==> src/rtl/fetch_pusher.sv <==
// Fetch producer: requests ICache pairs, pushes them into the instruction buffer one cycle after the response.
// Buffer space is tracked with a credit counter; optional FETCH_PERF_CNT_EN adds push and credit-stall counters.
module fetch_pusher #(
  parameter logic [31:0] RESET_PC  = 32'h1c000000,
  parameter int          BUF_DEPTH = 32
) (
  input  logic        clk,
  input  logic        rst,
  input  logic        flush,
  input  logic [31:0] flush_pc,
  input  logic        send_inst_1_en,
  input  logic        send_inst_2_en,
  output logic        inst_req,
  output logic [31:0] inst_addr,
  input  logic        inst_ack,
  input  logic        inst_rvalid,
  input  logic [31:0] inst_rdata_1,
  input  logic [31:0] inst_rdata_2,
  output logic [31:0] inst_1_o,
  output logic [31:0] inst_2_o,
  output logic [31:0] pc_1_o,
  output logic [31:0] pc_2_o,
  output logic        fetch_inst_1_en,
  output logic        fetch_inst_2_en
`ifdef FETCH_PERF_CNT_EN
  ,
  output logic [31:0] perf_push_cnt,
  output logic [31:0] perf_credit_stall_cnt
`endif
);

  localparam logic [1:0] IDLE = 2'd0;
  localparam logic [1:0] REQ  = 2'd1;
  localparam logic [1:0] WAIT = 2'd2;
  localparam logic [1:0] DROP = 2'd3;
  localparam logic [6:0] CAP  = 7'(BUF_DEPTH - 1);

  logic [1:0]  state_q, state_d;
  logic [31:0] pc_q, pc_d;
  logic [5:0]  occ_q, occ_d;
  logic        en1_q, en1_d, en2_q, en2_d;
  logic [31:0] i1_q, i1_d, i2_q, i2_d, p1_q, p1_d, p2_q, p2_d;

  logic [5:0]  popped;
  logic [5:0]  occ_pop;
  logic [1:0]  n;
  logic [6:0]  occ_sum;
  logic        credit_ok;
  logic [1:0]  reserve;

  always_comb begin
    popped    = {5'b0, send_inst_1_en} + {5'b0, send_inst_2_en};
    occ_pop   = (occ_q >= popped) ? occ_q - popped : 6'd0;
    n         = pc_q[2] ? 2'd1 : 2'd2;
    occ_sum   = {1'b0, occ_pop} + {5'b0, n};
    credit_ok = (occ_sum <= CAP);
    reserve   = (state_q == REQ && inst_ack) ? n : 2'd0;

    state_d = state_q;
    pc_d    = pc_q;
    occ_d   = occ_pop + {4'b0, reserve};
    en1_d   = 1'b0;
    en2_d   = 1'b0;
    i1_d    = 32'd0;
    i2_d    = 32'd0;
    p1_d    = 32'd0;
    p2_d    = 32'd0;

    case (state_q)
      IDLE: if (credit_ok) state_d = REQ;
      REQ:  if (inst_ack) state_d = WAIT;
      WAIT: if (inst_rvalid) begin
        state_d = IDLE;
        pc_d    = pc_q + {28'b0, n, 2'b00};
        en1_d   = 1'b1;
        i1_d    = inst_rdata_1;
        p1_d    = pc_q;
        if (n == 2'd2) begin
          en2_d = 1'b1;
          i2_d  = inst_rdata_2;
          p2_d  = pc_q + 32'd4;
        end
      end
      default: if (inst_rvalid) state_d = IDLE;
    endcase

    // An acked request still has a response in flight, so it must be drained in DROP.
    if (flush) begin
      pc_d  = flush_pc;
      occ_d = 6'd0;
      en1_d = 1'b0;
      en2_d = 1'b0;
      i1_d  = 32'd0;
      i2_d  = 32'd0;
      p1_d  = 32'd0;
      p2_d  = 32'd0;
      case (state_q)
        IDLE:    state_d = IDLE;
        REQ:     state_d = inst_ack ? DROP : IDLE;
        default: state_d = inst_rvalid ? IDLE : DROP;
      endcase
    end
  end

  always_ff @(posedge clk) begin
    if (!rst) begin
      state_q <= IDLE;
      pc_q    <= RESET_PC;
      occ_q   <= 6'd0;
      en1_q   <= 1'b0;
      en2_q   <= 1'b0;
      i1_q    <= 32'd0;
      i2_q    <= 32'd0;
      p1_q    <= 32'd0;
      p2_q    <= 32'd0;
    end else begin
      state_q <= state_d;
      pc_q    <= pc_d;
      occ_q   <= occ_d;
      en1_q   <= en1_d;
      en2_q   <= en2_d;
      i1_q    <= i1_d;
      i2_q    <= i2_d;
      p1_q    <= p1_d;
      p2_q    <= p2_d;
    end
  end

  assign inst_req        = (state_q == REQ);
  assign inst_addr       = inst_req ? pc_q : 32'd0;
  assign inst_1_o        = i1_q;
  assign inst_2_o        = i2_q;
  assign pc_1_o          = p1_q;
  assign pc_2_o          = p2_q;
  assign fetch_inst_1_en = en1_q;
  assign fetch_inst_2_en = en2_q;

`ifdef FETCH_PERF_CNT_EN
  logic [31:0] push_cnt_q, push_cnt_d;
  logic [31:0] stall_cnt_q, stall_cnt_d;

  always_comb begin
    push_cnt_d  = push_cnt_q + {31'b0, en1_q} + {31'b0, en2_q};
    stall_cnt_d = stall_cnt_q;
    if (state_q == IDLE && !credit_ok && !flush) stall_cnt_d = stall_cnt_q + 32'd1;
  end

  always_ff @(posedge clk) begin
    if (!rst) begin
      push_cnt_q  <= 32'd0;
      stall_cnt_q <= 32'd0;
    end else begin
      push_cnt_q  <= push_cnt_d;
      stall_cnt_q <= stall_cnt_d;
    end
  end

  assign perf_push_cnt         = push_cnt_q;
  assign perf_credit_stall_cnt = stall_cnt_q;
`endif

endmodule

==> config.mk <==
export PLATFORM = sky130hd
export DESIGN_NAME = fetch_pusher
export DESIGN_NICKNAME = d
export VERILOG_FILES = /design/src/rtl/fetch_pusher.sv
export SDC_FILE = /design/constraint.sdc
export NUM_CORES = 1
export LEC_CHECK = 0
export CAP_MARGIN = 40
export CORE_MARGIN = 10
export CORE_UTILIZATION = 43
export DETAILED_ROUTE_END_ITERATION = 16
export PLACE_DENSITY = 0.8
export SYNTH_ARGS = -nofsm -noshare
export SYNTH_HDL_FRONTEND = slang
export SYNTH_SLANG_ARGS = --single-unit
==> constraint.sdc <==
create_clock -name clk -period 4.35 [get_ports clk]
set_clock_uncertainty 0.15 [all_clocks]
set_input_delay 0.6525 -clock clk [delete_from_list [all_inputs] [get_ports clk]]
set_output_delay 0.6525 -clock clk [all_outputs]
set_load 0.02 [all_outputs]
==> qor.tcl <==
set qor(setup.worst_path.start_class) {input pin}
set qor(grt_antenna_before_repair) 0
set qor(cts_hold_repair.buffers) 0
set qor(synth_edf_count) 0
set qor(route.final.wire_length_mm) 20.97
set qor(cts_repair_resize_count) 0
set qor(fillCellCount) 1214
set qor(yosysSeqAreaShare_pct) 52.76
set qor(finish.cell_count_without_fillers) 1104
set qor(setup_tns_ps) 0
set qor(cap_viol_max_count) 0
set qor(flow.area_growth_from_synthesis_pct) 51.15
set qor(pin_slew_with_the_least_headroom_to_its_limit_ps) 842.1
set qor(max-clock-path-buffers) 2
set qor(placedCellCount) 1072
set qor(via_count) 5526
set qor(grt_setup_unrepaired) {no}
set qor(post-route-min-period_ps) 3819
set qor(number_of_global_route_vias_before_repair) 5395
set qor(global_route.usage.total_pct) 19.82
set qor(outcome) {complete, no violations}
set qor(floorplan.io_pins) 266
set qor(clock-root-buffer) {clkbuf_16}
set qor(starting_density_of_the_core_pct) 44.21
set qor(cts_setup_buffers) 0
set qor(yosys.area.top_type) {dfxtp_1}
set qor(dr.pass1.iters) 4
set qor(cp.arrival_ps) 4010
set qor(routability_driven_placement_congestion_ratio) 0.8691
set qor(grt_overflow_total) 0
set qor(synthesis.yosys.warnings) 0
set qor(detailed_place_hpwl_mm) 16.11
set qor(chipHeight_um) 142.5
set qor(ys_async_sr_fraction_pct) 0
set qor(rows) 44
set qor(number_of_buffer_cells_added_on_primary_ports) 265
set qor(finalHoldWorstSlack_ps) 360.9
set qor(post_route_cells_drive_above_1_share_pct) 5.870
set qor(floorplan.die.width_um) 142.5
set qor(final.period_utilization_pct) 87.80
set qor(ant_nets) 0
set qor(synthDistinctLibCells) 59
set qor(setup_viol) 0
set qor(synth.ff_latch_count) 170
set qor(timing.slew.headroom_pct) 43.74
set qor(syn-num-nets) 778
set qor(total_clock_sinks) 170
set qor(topRoutingLayerUsed) {met4}
set qor(antenna-diode-count) 0
set qor(synth_area_leaders) {dfxtp_1, and2_1, and3_1}
set qor(critical_path_maximum_fanout) 5
set qor(synth.avg_cell_area_sq_um) 9.728
set qor(syn-instance-count) 663
set qor(reg2reg_setup_slack_ps) 1070
set qor(layout.nets) 1022
set qor(worst_skew_pair.late_latency_ps) 420
set qor(timing_worst_setup_path_type) {in2reg}
set qor(power.leakage_nw) 3.904
set qor(met3WireLength_mm) 1.629
set qor(route.detailed.drc) 0
set qor(wire_per_inst_um) 19.00
set qor(report.final.slew_viol_count) 0
set qor(met1Wirelength_mm) 8.138
set qor(max_clock_freq_mhz) 261.8
set qor(cts_htree_levels) 4
set qor(synthMostInstantiatedCell) {dfxtp_1}
set qor(clock_tree_from_tritoncts) {yes}
set qor(first_pass_grt_wire_length_mm) 31.31
set qor(netlist.area_leader.share_pct) 52.76
set qor(largest_net_degree_at_the_start_of_global_routing) 50
set qor(wl_met2_mm) 10.93
set qor(cts-buffers-inserted) 17
set qor(worst_ir_drop_vdd_mv) 0.2539
set qor(netlist_top_cells_count) {dfxtp_1, and2_1, and3_1}
set qor(dominantRegCellSynth) {dfxtp_1}
set qor(final_hold_viol_count) 0
set qor(drtIter0Drc) 241
set qor(crit_path_end_kind) {register}
set qor(die-area_sq_um) 20300
set qor(clk_pin_slew_ps) 60
set qor(core_area_sq_um) 14590
set qor(worst_hold_path_type) {reg2reg}
set qor(post_drt_via_cell_ratio) 5.005
set qor(power_density_nw_per_um2) 357.8
set qor(netlist_area_sq_um) 6450
set qor(timing.critical_path.required_ps) 4540
[kinds of logic after synthesis]
logic type,count (synthesis),synth area share (%)
AO/OA/AOI/OAI,68,6.770
XOR/XNOR,43,5.839
adder cells (fa/ha/maj),12,2.677
buffers and inverters,59,4.073
flip-flops,170,52.76
multiplexers,3,0.4850
AND/OR/NAND/NOR,308,27.39
[path summary, 6_finish.rpt]
kind                   startpoint                 endpoint  cells past startpoint
max                send_inst_1_en  state_q[0]$_SDFFE_PN0P_                     13
min          pc_q[0]$_SDFFE_PN0P_     pc_2_o[0]$_SDFF_PP0_                      1
max reg2reg   occ_q[0]$_SDFF_PP0_  state_q[0]$_SDFFE_PN0P_                     12
min reg2reg  pc_q[0]$_SDFFE_PN0P_     pc_2_o[0]$_SDFF_PP0_                      1
[state kept, by name, indices dropped and copies added, names as in the netlist]
name	count
pc_1_o	32
fetch_inst_2_en	1
pc_2_o	32
inst_2_o	32
occ_q	6
fetch_inst_1_en	1
pc_q	32
state_q	2
inst_1_o	32
[metal layers]
| layer | vias up | track usage, % |
|---|---|---|
| li1 | 2715 | - |
| met4 | 0 | 5.644 |
| met1 | 2620 | 21.44 |
| met2 | 175 | 35.57 |
| met3 | 16 | 6.943 |
| met5 | - | 0 |
[cell usage in the layout, fill, tap and decap left out, drive strengths merged, types with 21 or more instances in the layout]
cell	n
clkdlybuf4s50	265
nor2	40
xnor2	27
nand2	32
a21oi	21
dfxtp	170
and2	91
o21ai	21
and3	63
clkbuf	21
[through the flow]
step	power [mW]	setup WS, ps	util (%)	area, sq um
after global routing	3.628	263.6	66.83	9749
after CTS	3.521	556.0	66.83	9749
after detailed placement	2.117	114.6	63.00	9191
final	3.489	530.6	66.83	9749
after floorplan	1.907	780.4	-	6450
after global placement	2.100	228.6	62.85	9169
[worst max-delay path, cell delays in order]
cell	delay (ps)
clkdlybuf4s50_1	400
ha_1	280
ha_1	140
inv_1	60
fa_1	450
or4_1	450
a211oi_1	350
nor2_1	120
ha_1	230
fa_1	380
nor3b_1	200
nand4_1	110
a31oi_1	190
[cell type report]
type / count / area (sq um) / share of cell area, %
clock buffer: 21 / 470.5 / 4.825
clock inverter: 11 / 87.58 / 0.8984
inverter: 10 / 37.54 / 0.3850
multi-input combinational: 434 / 2793 / 28.64
sequential: 170 / 3403 / 34.91
tap: 184 / 230.2 / 2.361
timing repair buffer: 274 / 2728 / 27.98
[report_power, final]
part / internal (mW) / switching, mW
combinational: 0.229 / 0.214
clock: 0.784 / 0.621
sequential: 1.59 / 0.0513
Power figures use the tool's default switching activity.
